File: src/rtl/ps2_txrx_ctrl.sv
// rtl/ps2_txrx_ctrl.sv - PS/2 host-side link controller (RX deframer, TX sequencer, link arbiter)
//
// Ports:
//   clk, reset_n              system clock, asynchronous active-low reset
//   ps2_clk_s, ps2_data_s     PS/2 clock/data lines, already synchronized to clk
//   ps2_clk_oe, ps2_data_oe   1 = pad pulls the line low, 0 = released
//   tx_valid/tx_data/tx_ready byte-to-device request handshake
//   tx_done/tx_err            end-of-transmit pulse, tx_err = no ACK or timeout
//   rx_valid/rx_data/rx_err   received byte pulse, held byte, parity/stop/timeout error pulse

module ps2_txrx_ctrl #(
  parameter int INHIBIT_CYCLES = 5000,
  parameter int TIMEOUT_CYCLES = 100000
) (
  input  logic       clk,
  input  logic       reset_n,
  input  logic       ps2_clk_s,
  input  logic       ps2_data_s,
  output logic       ps2_clk_oe,
  output logic       ps2_data_oe,
  input  logic       tx_valid,
  input  logic [7:0] tx_data,
  output logic       tx_ready,
  output logic       tx_done,
  output logic       tx_err,
  output logic       rx_valid,
  output logic [7:0] rx_data,
  output logic       rx_err
);

  localparam int MAX_CYCLES = (INHIBIT_CYCLES > TIMEOUT_CYCLES) ? INHIBIT_CYCLES : TIMEOUT_CYCLES;
  localparam int CW = $clog2(MAX_CYCLES + 1);
  localparam logic [CW-1:0] INH_LAST = CW'(INHIBIT_CYCLES - 1);
  localparam logic [CW-1:0] TO_LAST  = CW'(TIMEOUT_CYCLES - 1);

  typedef enum logic [2:0] {
    S_IDLE, S_RX, S_TX_INH, S_TX_SHIFT, S_TX_ACK
  } state_e;

  state_e        state_q, state_d;
  logic [CW-1:0] cnt_q, cnt_d;
  logic [3:0]    bit_q, bit_d;
  logic [8:0]    rx_sh_q, rx_sh_d;
  logic [9:0]    tx_sh_q, tx_sh_d;
  logic          clk_prev_q;
  logic          clk_oe_q, clk_oe_d;
  logic          data_oe_q, data_oe_d;
  logic          tx_done_q, tx_done_d;
  logic          tx_err_q, tx_err_d;
  logic          rx_valid_q, rx_valid_d;
  logic          rx_err_q, rx_err_d;
  logic [7:0]    rx_data_q, rx_data_d;

  logic fall, rx_start, timed_out;

  assign fall      = clk_prev_q & ~ps2_clk_s;
  assign rx_start  = fall & ~ps2_data_s;
  assign timed_out = (cnt_q == TO_LAST);

  // A device start bit seen in the same cycle as a request wins the link.
  assign tx_ready = (state_q == S_IDLE) & ~rx_start;

  always_comb begin
    state_d    = state_q;
    cnt_d      = cnt_q;
    bit_d      = bit_q;
    rx_sh_d    = rx_sh_q;
    tx_sh_d    = tx_sh_q;
    clk_oe_d   = clk_oe_q;
    data_oe_d  = data_oe_q;
    tx_done_d  = 1'b0;
    tx_err_d   = 1'b0;
    rx_valid_d = 1'b0;
    rx_err_d   = 1'b0;
    rx_data_d  = rx_data_q;

    unique case (state_q)
      S_IDLE: begin
        clk_oe_d  = 1'b0;
        data_oe_d = 1'b0;
        cnt_d     = '0;
        bit_d     = '0;
        if (rx_start) begin
          state_d = S_RX;
        end else if (tx_valid) begin
          // Frame after the start bit: data LSB first, odd parity, stop.
          tx_sh_d  = {1'b1, ~^tx_data, tx_data};
          clk_oe_d = 1'b1;
          state_d  = S_TX_INH;
        end
      end

      S_RX: begin
        if (fall) begin
          cnt_d = '0;
          bit_d = bit_q + 4'd1;
          if (bit_q == 4'd9) begin
            // Sample 10 is the stop bit; rx_sh_q holds data + parity.
            rx_data_d  = rx_sh_q[7:0];
            rx_valid_d = 1'b1;
            rx_err_d   = ~(^rx_sh_q) | ~ps2_data_s;
            state_d    = S_IDLE;
          end else begin
            rx_sh_d = {ps2_data_s, rx_sh_q[8:1]};
          end
        end else if (timed_out) begin
          rx_err_d = 1'b1;
          state_d  = S_IDLE;
        end else begin
          cnt_d = cnt_q + 1'b1;
        end
      end

      S_TX_INH: begin
        // Device falls are ignored here: we are holding the clock low ourselves.
        if (cnt_q == INH_LAST) begin
          clk_oe_d  = 1'b0;
          data_oe_d = 1'b1;
          cnt_d     = '0;
          bit_d     = '0;
          state_d   = S_TX_SHIFT;
        end else begin
          cnt_d = cnt_q + 1'b1;
        end
      end

      S_TX_SHIFT: begin
        if (fall) begin
          cnt_d     = '0;
          data_oe_d = ~tx_sh_q[0];
          tx_sh_d   = {1'b1, tx_sh_q[9:1]};
          bit_d     = bit_q + 4'd1;
          if (bit_q == 4'd9) state_d = S_TX_ACK;
        end else if (timed_out) begin
          clk_oe_d  = 1'b0;
          data_oe_d = 1'b0;
          tx_done_d = 1'b1;
          tx_err_d  = 1'b1;
          state_d   = S_IDLE;
        end else begin
          cnt_d = cnt_q + 1'b1;
        end
      end

      S_TX_ACK: begin
        if (fall) begin
          data_oe_d = 1'b0;
          tx_done_d = 1'b1;
          tx_err_d  = ps2_data_s;
          state_d   = S_IDLE;
        end else if (timed_out) begin
          clk_oe_d  = 1'b0;
          data_oe_d = 1'b0;
          tx_done_d = 1'b1;
          tx_err_d  = 1'b1;
          state_d   = S_IDLE;
        end else begin
          cnt_d = cnt_q + 1'b1;
        end
      end

      default: state_d = S_IDLE;
    endcase
  end

  always_ff @(posedge clk or negedge reset_n) begin
    if (!reset_n) begin
      state_q    <= S_IDLE;
      cnt_q      <= '0;
      bit_q      <= '0;
      rx_sh_q    <= '0;
      tx_sh_q    <= '0;
      clk_prev_q <= 1'b1;
      clk_oe_q   <= 1'b0;
      data_oe_q  <= 1'b0;
      tx_done_q  <= 1'b0;
      tx_err_q   <= 1'b0;
      rx_valid_q <= 1'b0;
      rx_err_q   <= 1'b0;
      rx_data_q  <= 8'h00;
    end else begin
      state_q    <= state_d;
      cnt_q      <= cnt_d;
      bit_q      <= bit_d;
      rx_sh_q    <= rx_sh_d;
      tx_sh_q    <= tx_sh_d;
      clk_prev_q <= ps2_clk_s;
      clk_oe_q   <= clk_oe_d;
      data_oe_q  <= data_oe_d;
      tx_done_q  <= tx_done_d;
      tx_err_q   <= tx_err_d;
      rx_valid_q <= rx_valid_d;
      rx_err_q   <= rx_err_d;
      rx_data_q  <= rx_data_d;
    end
  end

  assign ps2_clk_oe  = clk_oe_q;
  assign ps2_data_oe = data_oe_q;
  assign tx_done     = tx_done_q;
  assign tx_err      = tx_err_q;
  assign rx_valid    = rx_valid_q;
  assign rx_err      = rx_err_q;
  assign rx_data     = rx_data_q;

endmodule
File: config.mk
export PLATFORM = sky130hd
export DESIGN_NAME = ps2_txrx_ctrl
export DESIGN_NICKNAME = d
export VERILOG_FILES = /design/src/rtl/ps2_txrx_ctrl.sv
export SDC_FILE = /design/constraint.sdc
export NUM_CORES = 1
export LEC_CHECK = 0
export CORE_ASPECT_RATIO = 0.9
export CORE_MARGIN = 5
export CORE_UTILIZATION = 34
export CTS_CLUSTER_SIZE = 14
export DETAILED_ROUTE_END_ITERATION = 7
export DONT_BUFFER_PORTS = 1
export GPL_ROUTABILITY_DRIVEN = 0
export PLACE_DENSITY = 0.47
export SYNTH_ARGS = -nofsm -noshare
export SYNTH_HDL_FRONTEND = slang
export SYNTH_SLANG_ARGS = --single-unit
File: constraint.sdc
create_clock -name clk -period 6.2 [get_ports clk]
set_clock_uncertainty 0.2 [all_clocks]
set_input_delay 1.24 -clock clk [delete_from_list [all_inputs] [get_ports clk]]
set_output_delay 1.24 -clock clk [all_outputs]
set_load 0.01 [all_outputs]
# After elaboration in Yosys (flattened, before gate mapping)
# Index checks and enable logic that the tools add are counted.
[classes]
n_reduce_logical = 18
eq_ne = 18
mul = 0
muxes = 45
n_div = 0
n_bitwise = 10
shifts = 0
magnitude_cmp = 0
addsub = 2
[op_table]
columns = ["op", "count"]
rows = [
  ["$mux W17", 4],
  ["$pmux W17 S4", 1],
  ["$mux W10", 3],
  ["$mux W3", 9],
  ["$pmux W10 S2", 1],
  ["$mux W1", 19],
  ["$add A17 B1 Y17 const B", 1],
  ["$eq A17 B13 Y1 const B", 1],
  ["$eq A17 B17 Y1 const B", 1],
  ["$pmux W3 S5", 1],
  ["$ne A2 B2 Y1 const B", 6],
  ["$pmux W4 S3", 1],
  ["$reduce_and A4 Y1", 3],
  ["$ne A3 B3 Y1 const B", 3],
  ["$reduce_and A3 Y1", 3],
  ["$reduce_xor A9 Y1", 1],
  ["$mux W4", 2],
  ["$reduce_bool A4 Y1", 2],
  ["$reduce_xnor A8 Y1", 1],
  ["$eq A3 B2 Y1 const B", 2],
  ["$not A1 Y1", 6],
  ["$reduce_bool A3 Y1", 2],
  ["$add A4 B1 Y4 const B", 1],
  ["$eq A4 B4 Y1 const B", 1],
  ["other kinds (12)", 18],
]
[word_totals]
latchBits = 0
reg_bits = 58
inputBits = 13
ram_bits = 0
n_memories = 0
romBits = 0

# Logic depth before layout (Yosys ltp)
# Gate-level depths: netlist (run 1).
[logic_depth]
depth_word = 6
depth_mapped = 7
depth_no_buf = 7

# Worst setup path after synthesis (run 1)
# No wires, ideal clock.
[synth_timing]
path_type = "input to output"
start = "input port ps2_clk_s"
end = "output port tx_ready"
path_stages = 4
arrival_time_ps = 1978
path_slack_ps = 2782
n_path_buf = 1
cell_sequence = "nand2b_1 clkbuf_1 nor2_1 nor3_1"
[synth_between]
elab_chain_cells = 5
[synth_lines]
columns = ["element", "line", "rtl"]
rows = [
  ["start, declared", "17", "input logic ps2_clk_s,"],
  ["$not A1 Y1", "56", "assign fall = clk_prev_q & ~ps2_clk_s;"],
  ["$and A1 B1 Y1", "56", ""],
  ["$and A1 B1 Y1", "57", "assign rx_start = fall & ~ps2_data_s;"],
  ["$not A1 Y1", "61", "assign tx_ready = (state_q == S_IDLE) & ~rx_start;"],
  ["$and A1 B1 Y1", "61", ""],
  ["end, declared", "23", "output logic tx_ready,"],
]
# Every way passes these cells.

# Worst setup path after layout (run 1)
# Ends and elaborated chain as after synthesis.

==> results of run 1 <==
flip-flops by register name, indices dropped and copies added, names as in the netlist:
register     flops
ps2_data_oe      1
rx_data          8
ps2_clk_oe       1
rx_sh_q          9
cnt_q           17
tx_done          1
tx_sh_q         10
bit_q            4
state_q          3
clk_prev_q       1
rx_err           1
tx_err           1
rx_valid         1
layout make-up:
cell class,count,area (um2)
Fill cell,924,5710
Multi-Input combinational cell,242,1660
Sequential cell,58,1450
Tap cell,122,153
Clock buffer,9,124
Clock inverter,7,68.8
Inverter,8,30.0
Timing Repair Buffer,1,7.51
through the flow:
| stage | total power, mW | cell area, um2 | worst slack (ns) | std cells |
|---|---|---|---|---|
| global placement | 0.403 | 3300 | 2.47 | 431 |
| CTS | 0.763 | 3490 | 2.40 | 447 |
| global route | 0.779 | 3490 | 2.23 | 447 |
| finish | 0.748 | 3490 | 2.36 | 447 |
| floorplan | 0.401 | 3240 | 2.78 | 326 |
| detailed placement | 0.403 | 3300 | 2.40 | 431 |
synth_stat cells, types with 4 or more instances:
master,count,area (um2)
nor3_1,6,30.0
o22ai_1,4,25.0
mux2i_1,10,100
buf_2,4,20.0
or4_1,5,37.5
xnor2_1,15,131
nand4_1,6,37.5
o21ai_0,17,85.1
inv_1,8,30.0
nor2_1,18,67.6
o211ai_1,7,52.6
a21oi_1,19,95.1
mux2_2,18,203
clkbuf_1,7,26.3
nor2b_1,4,25.0
nand2_1,28,105
nor4_1,4,25.0
dfrtp_1,57,1430
nand3_1,25,125
report_power, final:
group / switching [mW] / internal (mW) / total (mW)
clock: 0.168 / 0.185 / 0.352
combinational: 0.00864 / 0.00812 / 0.0168
sequential: 0.000138 / 0.379 / 0.379
total: 0.176 / 0.571 / 0.748
worst reg2reg max path: stages, from the launching register on:
cell	delay [ns]
dfrtp_1	0.72
or3b_2	0.57
a21oi_1	0.28
o21bai_1	0.50
or4b_1	0.50
nand3_1	0.10
path summary, 6_finish.rpt:
check | from | end | slack [ns]
worst max-delay path | ps2_clk_s | tx_ready | 2.36
worst min-delay path | tx_sh_q[9] | tx_sh_q[9] | 0.28
worst max register to register | state_q[2] | cnt_q[13] | 3.26
worst min register to register | tx_sh_q[9] | tx_sh_q[9] | 0.28
max in group asynchronous | reset_n | clk_prev_q | 5.23
min in group asynchronous | reset_n | ps2_data_oe | 0.39
metal layers:
metal | global-route usage | vias to the layer above | wire (um)
met5 | 0 | - | 0
met2 | 0.211 | 46 | 3340
met1 | 0.190 | 1230 | 3690
met3 | 0.0417 | 5 | 348
li1 | - | 1189 | -
met4 | 0.0305 | 0 | 60
cell families after synthesis:
kind of cell               count (synthesis)  share of synthesized area
and+or+nand+nor                          121                      0.208
AOI/OAI and AO/OA                         73                      0.153
DFF                                       58                      0.448
muxes                                     28                     0.0935
buffers and inverters                     26                     0.0398
xor gates and xnor gates                  17                     0.0460
adders and majority gates                  3                     0.0116
==> results.tsv, run 1 <==
stage	metric	value	unit
yosys	Avg Inst Size Synth	9.94	um2
sta	Worst-Margin Slew	1.19	ns
critical_path	reg2reg path depth	5	
critical_path	Critical Path AT	2.40	ns
layout	Final Core Density	0.379	
drt	via/cell ratio	5.53	
critical_path	slowest CP cell	nor3_1	
global_routing	vias in the first global route	2471	
clocking	number of H-tree levels	3	
yosys	Primary FF master, synth	dfrtp_1	
sta	Slew Viols, Final	0	
placement	DP HPWL	5.13	mm
floorplanning	Die ar.	0.0116	mm2
sta	RSZ-0062 raised after global routing	no	
layout	layout cell share with drive strength beyond 1	0.169	
sta	fin crit period	3.84	ns
pwr	Lkg Pwr	1.49	nW
global_routing	first-pass GRT wire length	12.6	mm
layout	Nets	336	
clocking	TritonCTS clock tree	yes	
yosys	Seq/Total Area, Yosys	0.448	
critical_path	top cell family by delay on the critical path	simple AND/OR/NAND/NOR gates	
layout	area grow syn2layout	7.84	%
yosys	EDFF count, synth	0	
layout	commonest non-fill, non-tap cells in the layout	dfrtp_1, nand2_1, nand3_1, a21oi_1	
yosys	Cell Area, Synth	0.00324	mm2
drt	Vias	2470	
drt	Antenna Nets Post-Route	0	
drt	First DRT Iteration DRCs	151	
critical_path	crit-path cells	nand2b_1, nor2_1, nor3_1	
global_routing	initial antenna violation count	0	
sta	TNS Setup	0	ns
min_path	cell depth of the worst min-delay path	1	
clocking	root buffer cell	clkbuf_8	
drt	DRC	0	
yosys	flops & latches, synth	58	
global_routing	pin count of the biggest net entering global routing	59	
floorplanning	FP Rows	33	
critical_path	CP endpoint kind	primary output	
critical_path	Crit path required time	4.76	ns
yosys	post-synthesis cell type count	63	
yosys	Syn. warnings	0	
floorplanning	core area	0.00921	mm2
global_routing	aggregate global-route resource usage	0.137	
clocking	worst skew pair latency	0.34	ns
yosys	Post-Synthesis Cells	326	
sta	Max-slew headroom	0.205	
drt	total wire length	7.44	mm
yosys	syn_nets	342	
sta	hold_ws	0.279	ns
clocking	total CTS buffers	9	
critical_path	Worst Setup Path Type	in -> out	
clocking	hold_buf cts	0	
clocking	clk buf depth	2	
layout	n_diodes	0	
critical_path	CP Depth	3	
critical_path	CP startpoint kind	primary input	
clocking	Clock Sinks	58	
critical_path	critical path's largest stage delay	0.60	ns
floorplanning	die extent in y	103	um
floorplanning	# IOs	28	
drt	Pre-antenna DRT Iters	4	
critical_path	Buf+Inv Stages, Crit Path	0	
floorplanning	Die X	113	um
pwr	P per Cell Area	214	mW/mm2
sta	Setup-failing EPs final	0	
sta	final hold vios	0	
yosys	Post-synth ARST share	1.00	
drt	DR WL/cell	16.6	um
pwr	peak supply drop	0.0889	mV
clocking	Setup Buffers After CTS	0	
status	status	finished, final reports clean	
critical_path	worst-path fanout max	15	
floorplanning	Initial Util	0.352	
clocking	post_cts resized	0	
sta	Peak Freq	260	MHz
layout	most common cell after layout, fill and taps aside	dfrtp_1	
job	Max-Cap Viols	0	
placement	number of buffers added on ports	0	
min_path	Min-Delay Path Class	reg -> reg	
sta	Tcrit/Tclk final	0.620	
clocking	clk slew on worst S/H paths	0.07	ns
global_routing	GRT overflow	0	
No activity file was read; power rests on OpenSTA's default activity.
==> inputs of run 2 (changes only) <==
==> constraint.sdc (replaced) <==
create_clock -name clk -period 3.95 [get_ports clk]
set_clock_uncertainty 0.2 [all_clocks]
set_input_delay 0.79 -clock clk [delete_from_list [all_inputs] [get_ports clk]]
set_output_delay 0.79 -clock clk [all_outputs]
set_load 0.01 [all_outputs]
==> run 2 against run 1 <==
  * Final cell count up 0.89%
  * Largest cell class unchanged
  * Critical path depth unchanged
  * Core utilization up 0.90 points
  * Setup slack worse by 1.3 ns
==> results.tsv, run 2 (synthesized netlist as in run 1, its figures left out) <==
stage	metric	value	unit	change
floorplanning	core area	0.00921	mm2	unchanged
global_routing	vias in the first global route	2485		was 2471
clocking	Setup Buffers After CTS	0		unchanged
drt	Pre-antenna DRT Iters	4		unchanged
layout	most common cell after layout, fill and taps aside	dfrtp_1		unchanged
global_routing	first-pass GRT wire length	13.2	mm	was 12.6 mm
drt	total wire length	7.51	mm	was 7.44 mm
clocking	root buffer cell	clkbuf_8		unchanged
critical_path	r2r endpoint	cnt_q[13]		unchanged
clocking	clk buf depth	2		unchanged
critical_path	Worst Setup SP	ps2_clk_s		unchanged
critical_path	launch point of the worst reg-to-reg path	state_q[2]		unchanged
sta	Peak Freq	346	MHz	
critical_path	Critical Path AT	1.90	ns	was 2.40 ns
sta	final hold vios	0		unchanged
pwr	Lkg Pwr	1.53	nW	was 1.49 nW
critical_path	reg2reg path depth	5		unchanged
drt	Antenna Nets Post-Route	0		unchanged
clocking	total CTS buffers	9		unchanged
global_routing	pin count of the biggest net entering global routing	58		was 59
pwr	P per Cell Area	355	mW/mm2	was 214 mW/mm2
clocking	clk slew on worst S/H paths	0.08	ns	was 0.07 ns
critical_path	Crit path required time	2.96	ns	was 4.76 ns
sta	Slew Viols, Final	0		unchanged
layout	Final Core Density	0.388		was 0.379
critical_path	critical path's largest stage delay	0.54	ns	was 0.60 ns
placement	number of buffers added on ports	0		unchanged
placement	DP HPWL	5.22	mm	was 5.13 mm
drt	First DRT Iteration DRCs	139		was 151
global_routing	aggregate global-route resource usage	0.142		was 0.137
sta	Tcrit/Tclk final	0.732		
job	Max-Cap Viols	0		unchanged
layout	Nets	340		was 336
drt	via/cell ratio	5.43		was 5.53
critical_path	worst-path fanout max	15		unchanged
layout	area grow syn2layout	10.4	%	was 7.84%
sta	TNS Setup	0	ns	unchanged
pwr	total power	1.27	mW	was 0.748 mW
sta	Max-slew headroom	0.358		was 0.205
floorplanning	# IOs	28		unchanged
clocking	Clock Sinks	58		unchanged
critical_path	setup slack, reg-to-reg	1.06	ns	was 3.26 ns
placement	dpl cell area	0.00332	mm2	was 0.00330 mm2
critical_path	slowest CP cell	nor3_1		unchanged
layout	max reg flops	17		unchanged
min_path	Min-Delay Path Class	in -> async		was reg -> reg
drt	DRC	0		unchanged
layout	Final Cell Area	0.00358	mm2	was 0.00349 mm2
critical_path	CP endpoint	tx_ready		unchanged
layout	layout cell share with drive strength beyond 1	0.179		was 0.169
critical_path	Worst Setup Path Type	in -> out		unchanged
global_routing	initial antenna violation count	0		unchanged
sta	RSZ-0062 raised after global routing	no		unchanged
sta	Setup-failing EPs final	0		unchanged
drt	DR WL/cell	16.7	um	was 16.6 um
critical_path	CP endpoint kind	primary output		unchanged
floorplanning	die extent in y	103	um	unchanged
sta	Worst-Margin Slew	0.961	ns	was 1.19 ns
floorplanning	FP Rows	33		unchanged
layout	fill count	942		was 924
sta	fin crit period	2.89	ns	
critical_path	crit-path cells	nand2b_1, nor2_1, nor3_1		unchanged
clocking	number of H-tree levels	3		unchanged
status	status	finished, final reports clean		unchanged
clocking	worst skew pair latency	0.34	ns	about the same
global_routing	GRT overflow	0		unchanged
layout	n_diodes	0		unchanged
pwr	peak supply drop	0.166	mV	was 0.0889 mV
drt	Vias	2448		was 2470
clocking	TritonCTS clock tree	yes		unchanged
layout	commonest non-fill, non-tap cells in the layout	dfrtp_1, nand2_1, nand3_1, a21oi_1		unchanged
critical_path	CP startpoint kind	primary input		unchanged
floorplanning	Initial Util	0.352		unchanged
floorplanning	Die ar.	0.0116	mm2	unchanged
layout	largest reg by FF count	cnt_q		unchanged
layout	biggest regs	cnt_q: 17 flops, tx_sh_q: 10 flops, rx_sh_q: 9 flops		unchanged
floorplanning	Die X	113	um	unchanged
[run 2: cell count changes in the layout (fill, tap and decap cells not counted)]
cell       before  now
buf_4           1    4
clkinv_2        3    0
inv_6           1    2
bufinv_16       1    2
clkinv_4        0    1
buf_16          0    1
[run 2: timing repair]
action	CTS	global route
resized for setup	0	0
setup endpoints to repair	0	0
hold buffers	1	0
endpoints found under the hold margin	57	0
[run 2: critical path, delay by kind of cell]
| kind | cells | cell delay (ns) |
|---|---|---|
| AND/OR/NAND/NOR | 3 | 1.10 |
[run 2: metrics by stage]
stage,setup WS (ns),cells,hold slack [ns]
2_1_floorplan,1.43,326,0.239
3_3_place_gp,1.11,434,0.253
3_5_place_dp,1.05,434,0.260
4_1_cts,1.03,451,0.0679
5_1_grt,0.827,451,0.0585
6_report,1.06,451,0.0843
[run 2: metal layers]
metal	up-vias	global-route usage	share of wire
met4	0	0.0425	0.018
met1	1186	0.196	0.48
li1	1197	-	-
met2	50	0.211	0.45
met5	-	0	0
met3	15	0.0493	0.053
[run 2: worst min path at each step]
stage                           from         end  cells after the start
after floorplan           tx_sh_q[9]  tx_sh_q[9]                      1
after CTS                    reset_n  clk_prev_q                      0
after detailed placement  tx_sh_q[9]  tx_sh_q[9]                      1
after global placement    tx_sh_q[9]  tx_sh_q[9]                      1
final                        reset_n  clk_prev_q                      0
after global routing         reset_n  clk_prev_q                      0
[run 2: area by class of cell]
| class | instances | area [um2] | share of cell area |
|---|---|---|---|
| tap | 122 | 153 | 0.0427 |
| multi-input combinational | 242 | 1660 | 0.464 |
| sequential | 58 | 1450 | 0.406 |
| clock buffer | 9 | 124 | 0.0346 |
| clock inverter | 7 | 101 | 0.0283 |
| timing repair buffer | 5 | 57.6 | 0.0161 |
| inverter | 8 | 30.0 | 0.00840 |
[run 2: power by group]
group / internal (mW) / total (mW) / switching, mW
Sequential: 0.594 / 0.594 / 0.000190
Combinational: 0.0163 / 0.0420 / 0.0257
Clock: 0.360 / 0.631 / 0.271
==> inputs of run 3 (changes only) <==
==> constraint.sdc (replaced) <==
create_clock -name clk -period 2.7 [get_ports clk]
set_clock_uncertainty 0.2 [all_clocks]
set_input_delay 0.54 -clock clk [delete_from_list [all_inputs] [get_ports clk]]
set_output_delay 0.54 -clock clk [all_outputs]
set_load 0.01 [all_outputs]
==> run 3 against run 2 <==
  * Core utilization increased by 1.3 points
  * Critical path depth up 2
  * Via count increased by 2.6%
  * Critical path type is now reg -> reg
  * Setup slack lost 0.79 ns
  * Largest power group unchanged
  * Largest cell class unchanged
  * Sequential share of layout area is 1.3 points lower
  * Global-route usage is essentially flat
  * Highest routed layer unchanged
  * First-iteration DRC count is 10% higher
  * Count of clock-buffer cells in the layout up 4
  * Final area grew 3.2%
  * Final cell count grew 3.1%
==> results.tsv, run 3 (synthesized netlist as in run 1, its figures left out) <==
stage	metric	value	unit	change
critical_path	Buf+Inv Stages, Crit Path	0		unchanged
critical_path	setup slack, reg-to-reg	0.27	ns	was 1.06 ns
sta	Tcrit/Tclk final	0.901		
critical_path	reg2reg path depth	5		unchanged
floorplanning	FP Rows	33		unchanged
critical_path	launch point of the worst reg-to-reg path	cnt_q[14]		was state_q[2]
pwr	P per Cell Area	492	mW/mm2	was 355 mW/mm2
clocking	TritonCTS clock tree	yes		unchanged
critical_path	Critical Path AT	2.48	ns	was 1.90 ns
clocking	root buffer cell	clkbuf_8		unchanged
critical_path	CP startpoint kind	flop		was primary input
layout	n_diodes	0		unchanged
drt	Vias	2512		was 2448
sta	TNS Setup	0	ns	unchanged
floorplanning	die extent in y	103	um	unchanged
layout	biggest regs	cnt_q: 17 flops, tx_sh_q: 10 flops, rx_sh_q: 9 flops		unchanged
status	status	finished, final reports clean		unchanged
drt	First DRT Iteration DRCs	153		was 139
floorplanning	# IOs	28		unchanged
clocking	clk buf depth	2		unchanged
layout	register area	0.00145	mm2	unchanged
min_path	Min-Delay Path Class	in -> reg		was in -> async
clocking	number of H-tree levels	3		unchanged
global_routing	GRT overflow	0		unchanged
sta	Max-slew headroom	0.535		was 0.358
drt	Pre-antenna DRT Iters	4		unchanged
pwr	share of power burned in registers	0.480		was 0.469
drt	Antenna Nets Post-Route	0		unchanged
floorplanning	core area	0.00921	mm2	unchanged
critical_path	top cell family by delay on the critical path	simple AND/OR/NAND/NOR gates		unchanged
sta	RSZ-0062 raised after global routing	no		unchanged
pwr	Power Internal	1.42	mW	was 0.971 mW
critical_path	worst-path fanout max	10		was 15
critical_path	crit-path cells	or4b_4, nor4_4, nor2_2, a211o_1, o41ai_2		was nand2b_1, nor2_1, nor3_1
global_routing	vias in the first global route	2434		was 2485
pwr	peak supply drop	0.229	mV	was 0.166 mV
global_routing	aggregate global-route resource usage	0.142		about the same
global_routing	first-pass GRT wire length	12.8	mm	was 13.2 mm
clocking	total CTS buffers	9		unchanged
critical_path	slowest CP cell	or4b_4		was nor3_1
layout	max reg flops	17		unchanged
layout	fill count	932		was 942
critical_path	Worst Setup Path Type	reg -> reg		was in -> out
clocking	Clock Sinks	58		unchanged
min_path	WHS Endpoint	rx_sh_q[8]		
clocking	clk slew on worst S/H paths	0.07	ns	was 0.08 ns
pwr	Sw Ratio	0.216		was 0.234
sta	Worst-Margin Slew	0.695	ns	was 0.961 ns
critical_path	r2r endpoint	state_q[0]		was cnt_q[13]
pwr	Switch Pwr	0.392	mW	was 0.297 mW
layout	Nets	354		was 340
placement	number of buffers added on ports	0		unchanged
global_routing	initial antenna violation count	0		unchanged
sta	Setup-failing EPs final	0		unchanged
layout	commonest non-fill, non-tap cells in the layout	dfrtp_1, nand2_1, nand3_1, a21oi_1		unchanged
sta	Peak Freq	411	MHz	
drt	total wire length	7.60	mm	was 7.51 mm
global_routing	pin count of the biggest net entering global routing	59		was 58
pwr	Lkg Pwr	1.60	nW	was 1.53 nW
layout	most common cell after layout, fill and taps aside	dfrtp_1		unchanged
min_path	cell depth of the worst min-delay path	1		
drt	DR WL/cell	16.3	um	was 16.7 um
layout	largest reg by FF count	cnt_q		unchanged
drt	DRC	0		unchanged
pwr	share of power burned in combinational logic	0.036		was 0.033
sta	Slew Viols, Final	0		unchanged
layout	layout cell share with drive strength beyond 1	0.210		was 0.179
sta	final hold vios	0		unchanged
clocking	Setup Buffers After CTS	0		unchanged
drt	via/cell ratio	5.40		was 5.43
critical_path	Crit path required time	2.74	ns	was 2.96 ns
job	Max-Cap Viols	0		unchanged
sta	fin crit period	2.43	ns	
floorplanning	Die ar.	0.0116	mm2	unchanged
clocking	worst skew pair latency	0.34	ns	about the same
critical_path	critical path's largest stage delay	0.58	ns	was 0.54 ns
floorplanning	Initial Util	0.352		unchanged
placement	setup slack after placement	0.240	ns	was 1.05 ns
layout	area grow syn2layout	13.9	%	was 10.4%
layout	multi-input logic area	0.00166	mm2	about the same
sta	Worst Setup Slack, final	0.267	ns	was 1.06 ns
min_path	startpoint of the worst hold path	ps2_data_s		
placement	DP HPWL	5.42	mm	was 5.22 mm
floorplanning	Die X	113	um	unchanged
pwr	Clk pwr share	0.484		was 0.498
critical_path	CP endpoint kind	flop		was primary output
## run 3: cell types whose count changed in the layout (fill, tap and decap cells not counted), sizes merged
| cell | before | now |
|---|---|---|
| bufinv | 2 | 1 |
| buf | 5 | 17 |
| clkinv | 1 | 0 |
| clkbuf | 9 | 13 |
| inv | 10 | 8 |
| dlygate4sd3 | 0 | 2 |
## run 3: what timing repair did
action / CTS / global route
hold endpoints to repair: 59 / 0
setup endpoints to repair: 0 / 2
hold buffers: 3 / 0
gates resized for setup: 0 / 1
## run 3: final cells by class
type                       instances  share of cell area
timing repair buffer              19              0.0454
multi-input combinational        242               0.451
sequential                        58               0.394
clock inverter                     3              0.0122
clock buffer                      13              0.0485
tap                              122              0.0414
inverter                           8             0.00814
## run 3: routing by layer
layer / global-route usage / share of wire
met4: 0.0508 / 0.011
met1: 0.199 / 0.49
met3: 0.0464 / 0.057
met2: 0.205 / 0.44
met5: 0 / 0
## run 3: power by group through the flow
stage / clock [mW] / sequential [mW] / combinational (mW)
after CTS: 0.916 / 0.870 / 0.0682
after detailed placement: 0 / 0.887 / 0.0419
after global routing: 0.951 / 0.870 / 0.0743
after floorplan: 0 / 0.887 / 0.0341
after global placement: 0 / 0.887 / 0.0422
final: 0.879 / 0.871 / 0.0656
## run 3: worst max path at each step
stage | end | from | cells past startpoint | slack (ns)
after global routing | cnt_q[12] | state_q[2] | 6 | 0.09
after detailed placement | cnt_q[0] | cnt_q[5] | 5 | 0.24
after global placement | cnt_q[0] | cnt_q[5] | 5 | 0.30
after CTS | cnt_q[0] | cnt_q[5] | 5 | 0.24
final | state_q[0] | cnt_q[14] | 5 | 0.27
after floorplan | state_q[0] | cnt_q[14] | 5 | 0.45
## run 3: per-stage QoR
stage                     hold WS, ns  std cells  total power [mW]  utilization  instance area, um2
after floorplan                0.0444        326             0.921            -                3240
after global placement         0.0479        446             0.929        0.371                3410
after detailed placement       0.0477        446             0.929        0.371                3410
after CTS                       0.119        465              1.85        0.400                3680
after global routing            0.118        465              1.89        0.401                3690
final                           0.144        465              1.82        0.401                3690
